## src/rtl/seq_shifter.sv

```systemverilog
// rtl/seq_shifter.sv - multi-cycle one-bit-per-clock shifter (LL/LR/AR/ROR)
//
// Ports:
//   clock   in   rising-edge clock
//   reset   in   synchronous active-high reset
//   start   in   request pulse, accepted in IDLE or DONE
//   mode    in   00 LL, 01 LR, 10 AR, 11 ROR (latched on accept)
//   din     in   operand (latched on accept)
//   amount  in   shift count 0..WIDTH-1 (latched on accept)
//   hold    in   stall, only effective while shifting
//   busy    out  high while shifting
//   done    out  one-cycle completion pulse
//   result  out  shift register contents
module seq_shifter #(
  parameter int WIDTH = 32,
  parameter int AMT_W = 5
) (
  input  logic             clock,
  input  logic             reset,
  input  logic             start,
  input  logic [1:0]       mode,
  input  logic [WIDTH-1:0] din,
  input  logic [AMT_W-1:0] amount,
  input  logic             hold,
  output logic             busy,
  output logic             done,
  output logic [WIDTH-1:0] result
);

  typedef enum logic [1:0] {
    S_IDLE  = 2'd0,
    S_SHIFT = 2'd1,
    S_DONE  = 2'd2
  } state_t;

  localparam logic [1:0] M_LL  = 2'b00;
  localparam logic [1:0] M_LR  = 2'b01;
  localparam logic [1:0] M_AR  = 2'b10;

  state_t           state_q, state_d;
  logic [WIDTH-1:0] result_q, result_d;
  logic [AMT_W-1:0] cnt_q, cnt_d;
  logic [1:0]       mode_q, mode_d;
  logic [WIDTH-1:0] step_val;

  // One-position shift of the current contents under the latched mode.
  always_comb begin
    step_val = result_q;
    case (mode_q)
      M_LL:    step_val = {result_q[WIDTH-2:0], 1'b0};
      M_LR:    step_val = {1'b0, result_q[WIDTH-1:1]};
      M_AR:    step_val = {result_q[WIDTH-1], result_q[WIDTH-1:1]};
      default: step_val = {result_q[0], result_q[WIDTH-1:1]};
    endcase
  end

  always_comb begin
    state_d  = state_q;
    result_d = result_q;
    cnt_d    = cnt_q;
    mode_d   = mode_q;
    case (state_q)
      S_SHIFT: begin
        if (!hold) begin
          result_d = step_val;
          cnt_d    = cnt_q - AMT_W'(1);
          if (cnt_q == AMT_W'(1)) begin
            state_d = S_DONE;
          end
        end
      end
      default: begin
        // IDLE and DONE both accept a new request; DONE falls back to IDLE.
        if (start) begin
          result_d = din;
          cnt_d    = amount;
          mode_d   = mode;
          state_d  = (amount != '0) ? S_SHIFT : S_DONE;
        end else if (state_q == S_DONE) begin
          state_d = S_IDLE;
        end
      end
    endcase
  end

  always_ff @(posedge clock) begin
    if (reset) begin
      state_q  <= S_IDLE;
      result_q <= '0;
      cnt_q    <= '0;
      mode_q   <= 2'b00;
    end else begin
      state_q  <= state_d;
      result_q <= result_d;
      cnt_q    <= cnt_d;
      mode_q   <= mode_d;
    end
  end

  // Decoded straight from the state register, so done is registered and
  // busy/done are mutually exclusive by construction.
  assign busy   = (state_q == S_SHIFT);
  assign done   = (state_q == S_DONE);
  assign result = result_q;

endmodule
```

## config.mk

```make
export PLATFORM = sky130hd
export DESIGN_NAME = seq_shifter
export DESIGN_NICKNAME = d
export VERILOG_FILES = /design/src/rtl/seq_shifter.sv
export SDC_FILE = /design/constraint.sdc
export NUM_CORES = 1
export LEC_CHECK = 0
export CAP_MARGIN = 5
export CORE_AREA = 3 3 71 73
export CTS_CLUSTER_SIZE = 30
export DETAILED_ROUTE_END_ITERATION = 8
export DIE_AREA = 0 0 74 76
export PLACE_DENSITY_LB_ADDON = 0.2
export SETUP_SLACK_MARGIN = 0.2
export SLEW_MARGIN = 10
export SYNTH_ARGS = -nofsm -noshare
export SYNTH_HDL_FRONTEND = slang
export SYNTH_SLANG_ARGS = --single-unit
```

## constraint.sdc

```tcl
create_clock -name clock -period 2.3 [get_ports clock]
set_clock_uncertainty 0.15 [all_clocks]
set_input_delay 0.46 -clock clock [delete_from_list [all_inputs] [get_ports clock]]
set_output_delay 0.46 -clock clock [all_outputs]
set_load 0.01 [all_outputs]
```

* Word level (Yosys, flattened, before mapping)
Index checks and enable logic that the tools add are counted.
** Cells by class
- $add $sub $neg :: 1
- $mul :: 0
- Divide/modulo/power cells :: 0
- Order comparisons :: 0
- Equality and inequality tests :: 8
- Shift operators :: 0
- Mux-type cells :: 13
- Bitwise operators :: 1
- Reductions and logical operators :: 8
** Operators by type and width (count)
- $mux W32 :: 3
- $pmux W32 S3 :: 1
- $mux W5 :: 3
- $mux W2 :: 6
- $reduce_and A3 Y1 :: 2
- $eq A5 B1 Y1 const B :: 1
- $reduce_bool A5 Y1 :: 1
- $sub A5 B1 Y5 const B :: 1
- $eq A2 B1 Y1 const B :: 2
- $eq A2 B2 Y1 const B :: 2
- $ne A2 B2 Y1 const B :: 2
- $reduce_and A2 Y1 :: 2
- $reduce_bool A3 Y1 :: 1
- $logic_not A2 Y1 :: 1
- $ne A2 B1 Y1 const B :: 1
- $reduce_bool A2 Y1 :: 1
- $not A1 Y1 :: 1
** Storage, ports and cells
- Register bits :: 41
- Bits in latches :: 0
- Bits in writable memories :: 0
- ROM bits :: 0
- Output and inout bits :: 34
- Memories kept :: 0

* Logic depth before layout (Yosys ltp)
Gate-level depths: netlist of run 1.
- Word-level depth :: 4
- Depth in mapped cells :: 8

* Worst setup path before layout of run 1
Ideal clock, no wire load.
- Path type :: input-to-reg
- Start :: input port amount[1]
- End :: register state_q[1]
- Setup time :: 0.079 ns
- Arrival :: 1.455 ns
- Required time :: 2.071 ns
- Slack :: 0.616 ns
- Stages :: 3
- Cells stage by stage :: or4_1 > or3_1 > a211oi_2
** On the way
- Cells in the longest elaborated chain, start to end :: 4
** Ends and longest elaborated chain
- start: declaration :: line 23 : input logic [AMT_W-1:0] amount,
- $reduce_bool A5 Y1 :: line 78 : state_d = (amount != '0) ? S_SHIFT : S_DONE;
- $mux W2 :: line 78
- $mux W2 :: line 74 : if (start) begin
- $mux W2 :: line 62 : case (state_q)
- end signal: assignment :: line 93 : state_q <= state_d;
- end: declaration :: line 40 : state_t state_q, state_d;
No other way between the ends.
A chain may end at the register's enable or synchronous reset.

* Worst setup path after layout of run 1
- Start :: register state_q[1]
- End :: output port done
** On the way
- Cells in the longest elaborated chain, start to end :: 1
** Ends and longest elaborated chain
- $eq A2 B2 Y1 :: line 103 : assign done = (state_q == S_DONE);
- end: declaration :: line 26 : output logic done,
No other way between the ends.

==> impl_summary.md, run 1 <==
GRT
The global-route total usage across every layer is 21.19%. The largest net degree at the start of global routing is 75. The first global-routing pass estimated between 9 and 10 mm of wire. After global routing the overflow that remains totals 0. The number of antenna violations at the first check in global routing came to 0. The number of global-route vias before repair was 2222.

CTS
The number of buffers inserted during clock tree synthesis is 5. TritonCTS built the clock tree. Counting along the longest clock path gives a buffer depth of 2.

The hold buffer count at cts is 0. The maximum level of the CTS H-tree is 2. The number of buffers added for setup after CTS is 0.

The clock insertion delay at the later pin of the skew report is 290 ps. The sink count of the clock tree is 41. The root buffer cell chosen for the clock tree is sky130_fd_sc_hd__clkbuf_8. The register clock-pin slew on the reported worst setup and hold paths is roughly 80 ps.

Synthesis
Yosys attributes the largest share of cell area to sky130_fd_sc_hd__dfxtp_1 (38%), sky130_fd_sc_hd__a22o_1 (12%), sky130_fd_sc_hd__nand2_1 (11%), sky130_fd_sc_hd__a31oi_1 (9.1%), sky130_fd_sc_hd__nor2_1 (8.1%). Counting every instance in the synthesized netlist gives 280. Of all cell types, the one taking the most synthesized area is sky130_fd_sc_hd__dfxtp_1. The number of flops mapped to enable cells by yosys is 0. Yosys mapped the design onto 38 distinct sky130hd cell types. Synthesis produced a netlist with a net count of 325. Sequential cells were found to cover approximately two fifths of the synthesized design area. The prevailing post-synth register cell is sky130_fd_sc_hd__dfxtp_1. The async set or reset register ratio after synthesis is 0%.

Each instance of the synthesized netlist takes up on average 7.623 sq um. The commonest cells after synthesis are sky130_fd_sc_hd__nand2_1 (63), sky130_fd_sc_hd__nor2_1 (46), sky130_fd_sc_hd__dfxtp_1 (41). The Yosys step of the flow raised 0 warnings.

The most repeated cell in the gate-level netlist after synthesis is sky130_fd_sc_hd__nand2_1. After synthesis the cells add up to 2135 sq um. The fraction of post-synthesis cell area in the top cell type by area is ~38%.

The count of state elements after synthesis is 41.

Timing
In the post-route analysis, the smallest setup slack over all paths is between 300 and 400 ps. The final setup violation count is 0. The max-slew violation total from the final report came to 0. The slew of the pin with the lowest slew margin is 721.2 ps. The final critical path takes up 85.77% of the cycle. The post-layout minimum cycle time is about 2000 ps. The final hold slack is about 380 ps. Measured against its own limit, the worst slew margin works out to 51.80%. Setup repair after global routing left no endpoint under its margin. The number of hold violations in the final report is 0. Derived from the worst setup path, the maximum achievable clock frequency is a little over 500 MHz.

Critical path
The dominant delay contributor by cell family on the critical path is buffers and inverters. The worst setup path is captured at a primary output. The type of the setup path with the least slack is flip-flop to primary output. The slowest library cell on the worst path is sky130_fd_sc_hd__clkdlybuf4s50_1. STA puts the critical path data arrival time at between 1000 and 1500 ps. The required time reported for the critical path endpoint is 1690 ps. Together, buffers and inverters on the worst path number 1. The largest fanout on the critical path is 3. STA classifies the critical path startpoint as a flip-flop. The signal on the critical path passes through nor2b_1 -> clkdlybuf4s50_1. In this design, the stage delay of the slowest critical-path cell is 550 ps.

Pwr
Of the total power, the share spent switching nets is 30.07%. In this run the static leakage power is roughly 1.2 nW. In this run the power density over the cells is 690.2 nW/um^2. The power share of the combinational group is between 30% and 40%.

The switching power is 637.3 uW. The peak supply drop is between 600 and 700 uV. The clock network accounts for 28.4% of the total power. Of the total power, registers draw between 40% and 50%. The internal portion of the total power is approximately 1.5 mW.

Layout
The number of antenna diodes in the final layout is 0. Summing all non-filler instances in the final layout gives an area of 3070 sq um. The relative area change from synthesis to final layout is 43.85%. The final instance count without filler cells is 405. At the end of the flow, the number of nets in the layout was slightly below 400.

Cells fill between 60% and 70% of the core in the end. In the final layout, the share of cells above drive strength 1 is 8.215%.

Placed design
The worst slack at placement is -336.1 ps. At the end of routability-driven placement, the weighted congestion stood at between 0.9 and 1. Summed over all nets, the half-perimeter wirelength after detailed placement is slightly above 4 mm. Counting tap cells, the placed design contains a total of 397 instances. The placed standard-cell area is 2933 sq um. The total of buffers placed on input and output ports is 76.

Drt
The residual DRC count is 0. The first detailed-routing pass took 4 iterations. After the first detailed-routing iteration, the DRC count stood at 151. The detail route stage leaves a number of antenna-violating nets equal to 0.

In the final routed layout, each cell accounts on average for ~15 um. The total via count after detailed routing is around 2300. After detailed routing, the total wire length is around 6 mm. The via density per instance is about 5.7.

Flow run
The reported max-cap violation count is 0.

Floorplanning
The floorplan step set the die width to 74 um. The floorplan step set the die height to 76 um. The floorplan step defined a die boundary enclosing 5624 sq um. The initial standard-cell utilization of the core is 48.36%. In this run the count of I/O pins placed on the die edge is 77. The total number of placement rows is 24. The floorplan step defined a core boundary enclosing 4414 sq um.

Hold path
The type of the worst min-delay path is flip-flop to flip-flop.

Run status
The flow ran to the end, and the final reports show no timing, DRC or antenna violations.
[cell type report]
| cell class | instances | area, sq um |
|---|---|---|
| clock buffer | 6 | 82.58 |
| inverter | 5 | 18.77 |
| clock inverter | 2 | 37.54 |
| tap | 52 | 65.06 |
| timing repair buffer | 88 | 857.1 |
| fill | 391 | 1344 |
| sequential | 41 | 822.0 |
| multi-input combinational | 211 | 1187 |
[metal layers]
layer	global-route usage, %	wire length (um)	up-vias
met3	4.617	453	9
met5	0	0	-
li1	-	-	1145
met4	6.341	95	0
met2	33.51	2710	92
met1	28.52	2622	1066
[layout by cell type (no fill, tap or decap), types with 2 or more instances in the layout]
master,n
sky130_fd_sc_hd__o21ai_0,2
sky130_fd_sc_hd__nor4_1,2
sky130_fd_sc_hd__a31oi_1,31
sky130_fd_sc_hd__a22o_1,30
sky130_fd_sc_hd__or3_1,2
sky130_fd_sc_hd__nand2_1,63
sky130_fd_sc_hd__buf_4,11
sky130_fd_sc_hd__clkdlybuf4s50_1,75
sky130_fd_sc_hd__clkbuf_8,6
sky130_fd_sc_hd__a21oi_1,6
sky130_fd_sc_hd__ha_1,2
sky130_fd_sc_hd__dfxtp_1,40
sky130_fd_sc_hd__nor2_4,2
sky130_fd_sc_hd__nand2b_1,2
sky130_fd_sc_hd__nor2_1,43
sky130_fd_sc_hd__inv_1,4
sky130_fd_sc_hd__nor3_1,4
sky130_fd_sc_hd__nor2b_1,2
[per-stage QoR]
| step | TNS, ps | total power [mW] |
|---|---|---|
| global placement | -9401 | 1.514 |
| global route | 0 | 2.227 |
| detailed placement | -9469 | 1.526 |
| CTS | 0 | 2.128 |
| finish | 0 | 2.119 |
| floorplan | 0 | 1.235 |
[power groups by stage]
stage	sequential [mW]	clock, mW	combinational (mW)
after floorplan	0.907	0	0.328
after global placement	0.894	0	0.621
after detailed placement	0.895	0	0.632
after CTS	0.880	0.612	0.637
after global routing	0.894	0.637	0.696
final	0.882	0.602	0.636
[what timing repair did]
item / CTS / global route
setup endpoints to repair: 30 / 7
pin swaps: 0 / 0
hold endpoints to repair: 0 / 0
resized for setup: 2 / 3
[cell families after synthesis]
logic type	after synthesis	synth area share (%)
mux	1	0.4690
simple gates	128	24.91
buf+inv	28	6.741
compound gates	80	28.25
fa+ha+maj	2	1.172
flops	41	38.45
[worst register-to-register path, cell delays in order, from the launching register on]
cell                       delay (ps)
sky130_fd_sc_hd__dfxtp_1          330
sky130_fd_sc_hd__nand2b_1         200
sky130_fd_sc_hd__inv_2            100
sky130_fd_sc_hd__buf_6            400
sky130_fd_sc_hd__nor2_1           100
sky130_fd_sc_hd__buf_4            180
sky130_fd_sc_hd__a311oi_1         240
sky130_fd_sc_hd__nor4_1            80
[sequential cells by signal, indices dropped and copies added (netlist names)]
register  flops
result       32
cnt_q         5
mode_q        2
state_q       2
[path summary, 6_finish.rpt]
path | startpoint | end | slack (ps) | depth (start not counted)
hold / removal | cnt_q[3]$_SDFFE_PP0P_ | cnt_q[3]$_SDFFE_PP0P_ | 380 | 2
hold reg to reg | cnt_q[3]$_SDFFE_PP0P_ | cnt_q[3]$_SDFFE_PP0P_ | 380 | 2
setup / recovery | state_q[1]$_SDFFE_PP0P_ | done | 330 | 2
setup reg to reg | state_q[1]$_SDFFE_PP0P_ | cnt_q[4]$_SDFFE_PP0P_ | 410 | 7
Power figures use the tool's default switching activity.
==> inputs of run 2 (changes only) <==
==> constraint.sdc (replaced) <==
create_clock -name clock -period 2.48 [get_ports clock]
set_clock_uncertainty 0.15 [all_clocks]
set_input_delay 0.248 -clock clock [delete_from_list [all_inputs] [get_ports clock]]
set_output_delay 0.248 -clock clock [all_outputs]
set_load 0.01 [all_outputs]
==> run 2 against run 1 <==
Utilization fell by 1.6 points. Wire length fell by 0.63%. Final area down 2.4%. Global-route usage shrank 0.095 points. Sequential share of layout area rose by 0.61 points. Sequential cell count unchanged. Sequential power fell by 7.3%.
==> impl_summary.md, run 2 (same netlist as run 1, synthesis figures left out) <==
Pwr
The peak supply drop is 379.8 uV. The switching power is 588.2 uW. The power density relative to cell area is 608.3 nW/um^2. The cell internal power dissipation is 1.235 mW. Net switching is 32.25% of the power. The total power after layout is about 1.8 mW. Summed over all cells, the static leakage comes to 1.111 nW. The share of total power dissipated in the clock network is 23.3%. In this run, flip-flops and latches consume between 40 and 50% of the power. The power share of the combinational group is 31.9%.

Floorplanning
Once the floorplan was initialized, standard cells occupied 48.36% of the core. The die boundary width is between 70 and 80 um. The core area is 4414 sq um. The die footprint is 5624 sq um. 77 I/O pins were placed. The die extent in y is roughly 76 um. Row generation in the floorplan step produced 24 rows.

Layout
Leaving out fill and tap cells, the most frequent cells in the layout are sky130_fd_sc_hd__clkdlybuf4s50_1 (76), sky130_fd_sc_hd__nand2_1 (63), sky130_fd_sc_hd__nor2_1 (43), sky130_fd_sc_hd__dfxtp_1 (41), sky130_fd_sc_hd__a31oi_1 (31). The number of flip-flops under the largest register name is 32. The area taken by flip-flops and latches is 820.8 sq um. The area of the multi-input gates is 1182 sq um. The final core utilization is approximately 68%. Cells with a size suffix above 1 make up 6.877% of the layout.

From synthesis to final layout, the design area changed by 40.45%. The number of filler instances in the final layout is about 370. The final net count is about 390. The repair_antennas step left the layout with diodes totalling 0. The most frequent standard cell in the layout excluding fill and tap cells is sky130_fd_sc_hd__clkdlybuf4s50_1.

Hold path
The type of the worst min-delay path is flip-flop to flip-flop.

Timing
Setup violations remaining at the end of the flow were counted as 0. The final period utilization is between 80 and 90%. Static timing analysis puts the maximum clock frequency at approximately 460 MHz. Headroom to the max-slew limit came out at between 50% and 60%.

In the final timing run, aggregate negative setup slack is 0 ps. Setup repair after global routing left no endpoint under its margin. The number of hold violations in the final report came to 0. The smallest clock period supported by the final layout is computed as approximately 2200 ps. The max-slew violation total from the final report came to 0. The slew of the pin with the lowest slew margin is 691.7 ps. The minimum setup slack in the final design is 312.0 ps.

Critical path
The type of the setup path with the least slack is flip-flop to primary output. Data arrives at the worst endpoint at 1770 ps. The kind of capture point of the worst setup path is a primary output.

The worst setup path is launched from a flip-flop. The largest fanout on the critical path is 42. The required time reported for the critical path endpoint is around 2100 ps.

CTS
In this run, CTS created clock tree buffers numbering 5. The root buffer cell is sky130_fd_sc_hd__clkbuf_8. The H-tree was split into 2 levels. The register clock-pin slew on the reported worst setup and hold paths is approximately 70 ps.

The clock insertion delay at the later pin of the skew report is roughly 300 ps. The clock net in this run drives a total of between 40 and 50 sinks. The number of hold buffers added after CTS was 0. The number of buffers on the longest clock path is 2. TritonCTS built the clock tree.

Flow run
The reported max-cap violation count is 0.

Run status
The run finished with clean final reports.

Drt
The number of DRC violations after detailed-routing iteration 0 is 138. Wires add up to 5.844 mm. The count of nets left with antenna violations once routing finished came out at 0. The residual DRC count is 0.

The routed layout has around 2300 vias. The wire length per cell after detailed routing is around 15 um. The number of search-and-repair iterations in the first detailed-routing pass is 5.

Dividing the detail-routed via count by the number of cells gives roughly 5.8.

GRT
The number of global-route vias before repair is 2247. The largest net degree at the start of global routing is between 40 and 50. The leftover overflow at the end of global routing is 0.

The global-route total usage across every layer is 21.09%. The first global-routing pass estimated 9.763 mm of wire. The number of antenna violations at the first check in global routing is 0.

Placed design
Routability-driven placement finished with a final weighted congestion of 0.8617. Prior to clock tree synthesis, the placed netlist has a worst setup slack of 103.8 ps. The wire-length estimate of the detail-placed layout is slightly above 4 mm. The total of buffers placed on input and output ports is 76.
-- run 2: cell count changes in the layout (fill, tap and decap cells not counted) --
cell	previous run	this run
sky130_fd_sc_hd__buf_4	11	7
sky130_fd_sc_hd__bufinv_16	1	0
sky130_fd_sc_hd__clkbuf_8	6	5
sky130_fd_sc_hd__clkdlybuf4s50_1	75	76
sky130_fd_sc_hd__clkinv_2	0	2
sky130_fd_sc_hd__dfxtp_1	40	41
sky130_fd_sc_hd__dfxtp_2	1	0
sky130_fd_sc_hd__dlymetal6s2s_1	1	0
sky130_fd_sc_hd__nor2_2	1	2
sky130_fd_sc_hd__nor2_4	2	1
-- run 2: layout make-up --
class	instances	area share, %
clock buffers	5	2.295
well taps	52	2.170
multi-input cells	211	39.44
repair buffers	84	27.50
inverters	5	0.6260
clock inverters	3	0.5843
flip-flops and latches	41	27.38
-- run 2: metal layers --
| layer | track usage (%) | vias to the layer above | part of all wire [%] |
|---|---|---|---|
| met5 | 0 | - | 0 |
| met4 | 8.877 | 0 | 1.3 |
| met3 | 4.354 | 7 | 7.5 |
| met2 | 32.09 | 91 | 45 |
| met1 | 28.57 | 1084 | 46 |
| li1 | - | 1134 | - |
-- run 2: final timing paths --
check,cells after the start,from,slack [ps],to
max,4,state_q[0]$_SDFFE_PP0P_,310,busy
min,2,cnt_q[3]$_SDFFE_PP0P_,380,cnt_q[3]$_SDFFE_PP0P_
max reg2reg,7,state_q[0]$_SDFFE_PP0P_,640,result[11]$_SDFFE_PP0P_
min reg2reg,2,cnt_q[3]$_SDFFE_PP0P_,380,cnt_q[3]$_SDFFE_PP0P_
-- run 2: repair_timing --
| action | in CTS | in global routing |
|---|---|---|
| setup endpoints to repair | 0 | 1 |
| setup buffers | 0 | 0 |
| gates resized for setup | 0 | 1 |
-- run 2: critical path, stage by stage, from the launching register on --
cell and delay (ps):
sky130_fd_sc_hd__dfxtp_1 410, sky130_fd_sc_hd__nand2b_1 110, sky130_fd_sc_hd__inv_2 80, sky130_fd_sc_hd__buf_6 280
sky130_fd_sc_hd__clkdlybuf4s50_1 600
-- run 2: power groups by stage --
stage / clock, mW / sequential [mW] / combinational, mW
3_5_place_dp: 0 / 0.831 / 0.578
3_3_place_gp: 0 / 0.829 / 0.570
6_report: 0.425 / 0.818 / 0.581
2_1_floorplan: 0 / 0.841 / 0.304
5_1_grt: 0.457 / 0.831 / 0.639
4_1_cts: 0.433 / 0.817 / 0.581
-- run 2: through the flow --
step	instances	hold WS, ps	area (sq um)
after floorplan	280	166.9	2135
after global placement	393	352.1	2903
after detailed placement	393	372.0	2903
after CTS	401	391.7	2989
after global routing	401	407.3	2998
final	401	384.2	2998
==> inputs of run 3 (changes only) <==
--- a/config.mk
+++ b/config.mk
@@ -12,7 +12,6 @@
 export DIE_AREA = 0 0 74 76
 export PLACE_DENSITY_LB_ADDON = 0.2
 export SETUP_SLACK_MARGIN = 0.2
-export SLEW_MARGIN = 10
 export SYNTH_ARGS = -nofsm -noshare
 export SYNTH_HDL_FRONTEND = slang
 export SYNTH_SLANG_ARGS = --single-unit
==> results of run 3 <==
Final layout, timing and power as in run 2 (identical DEF).
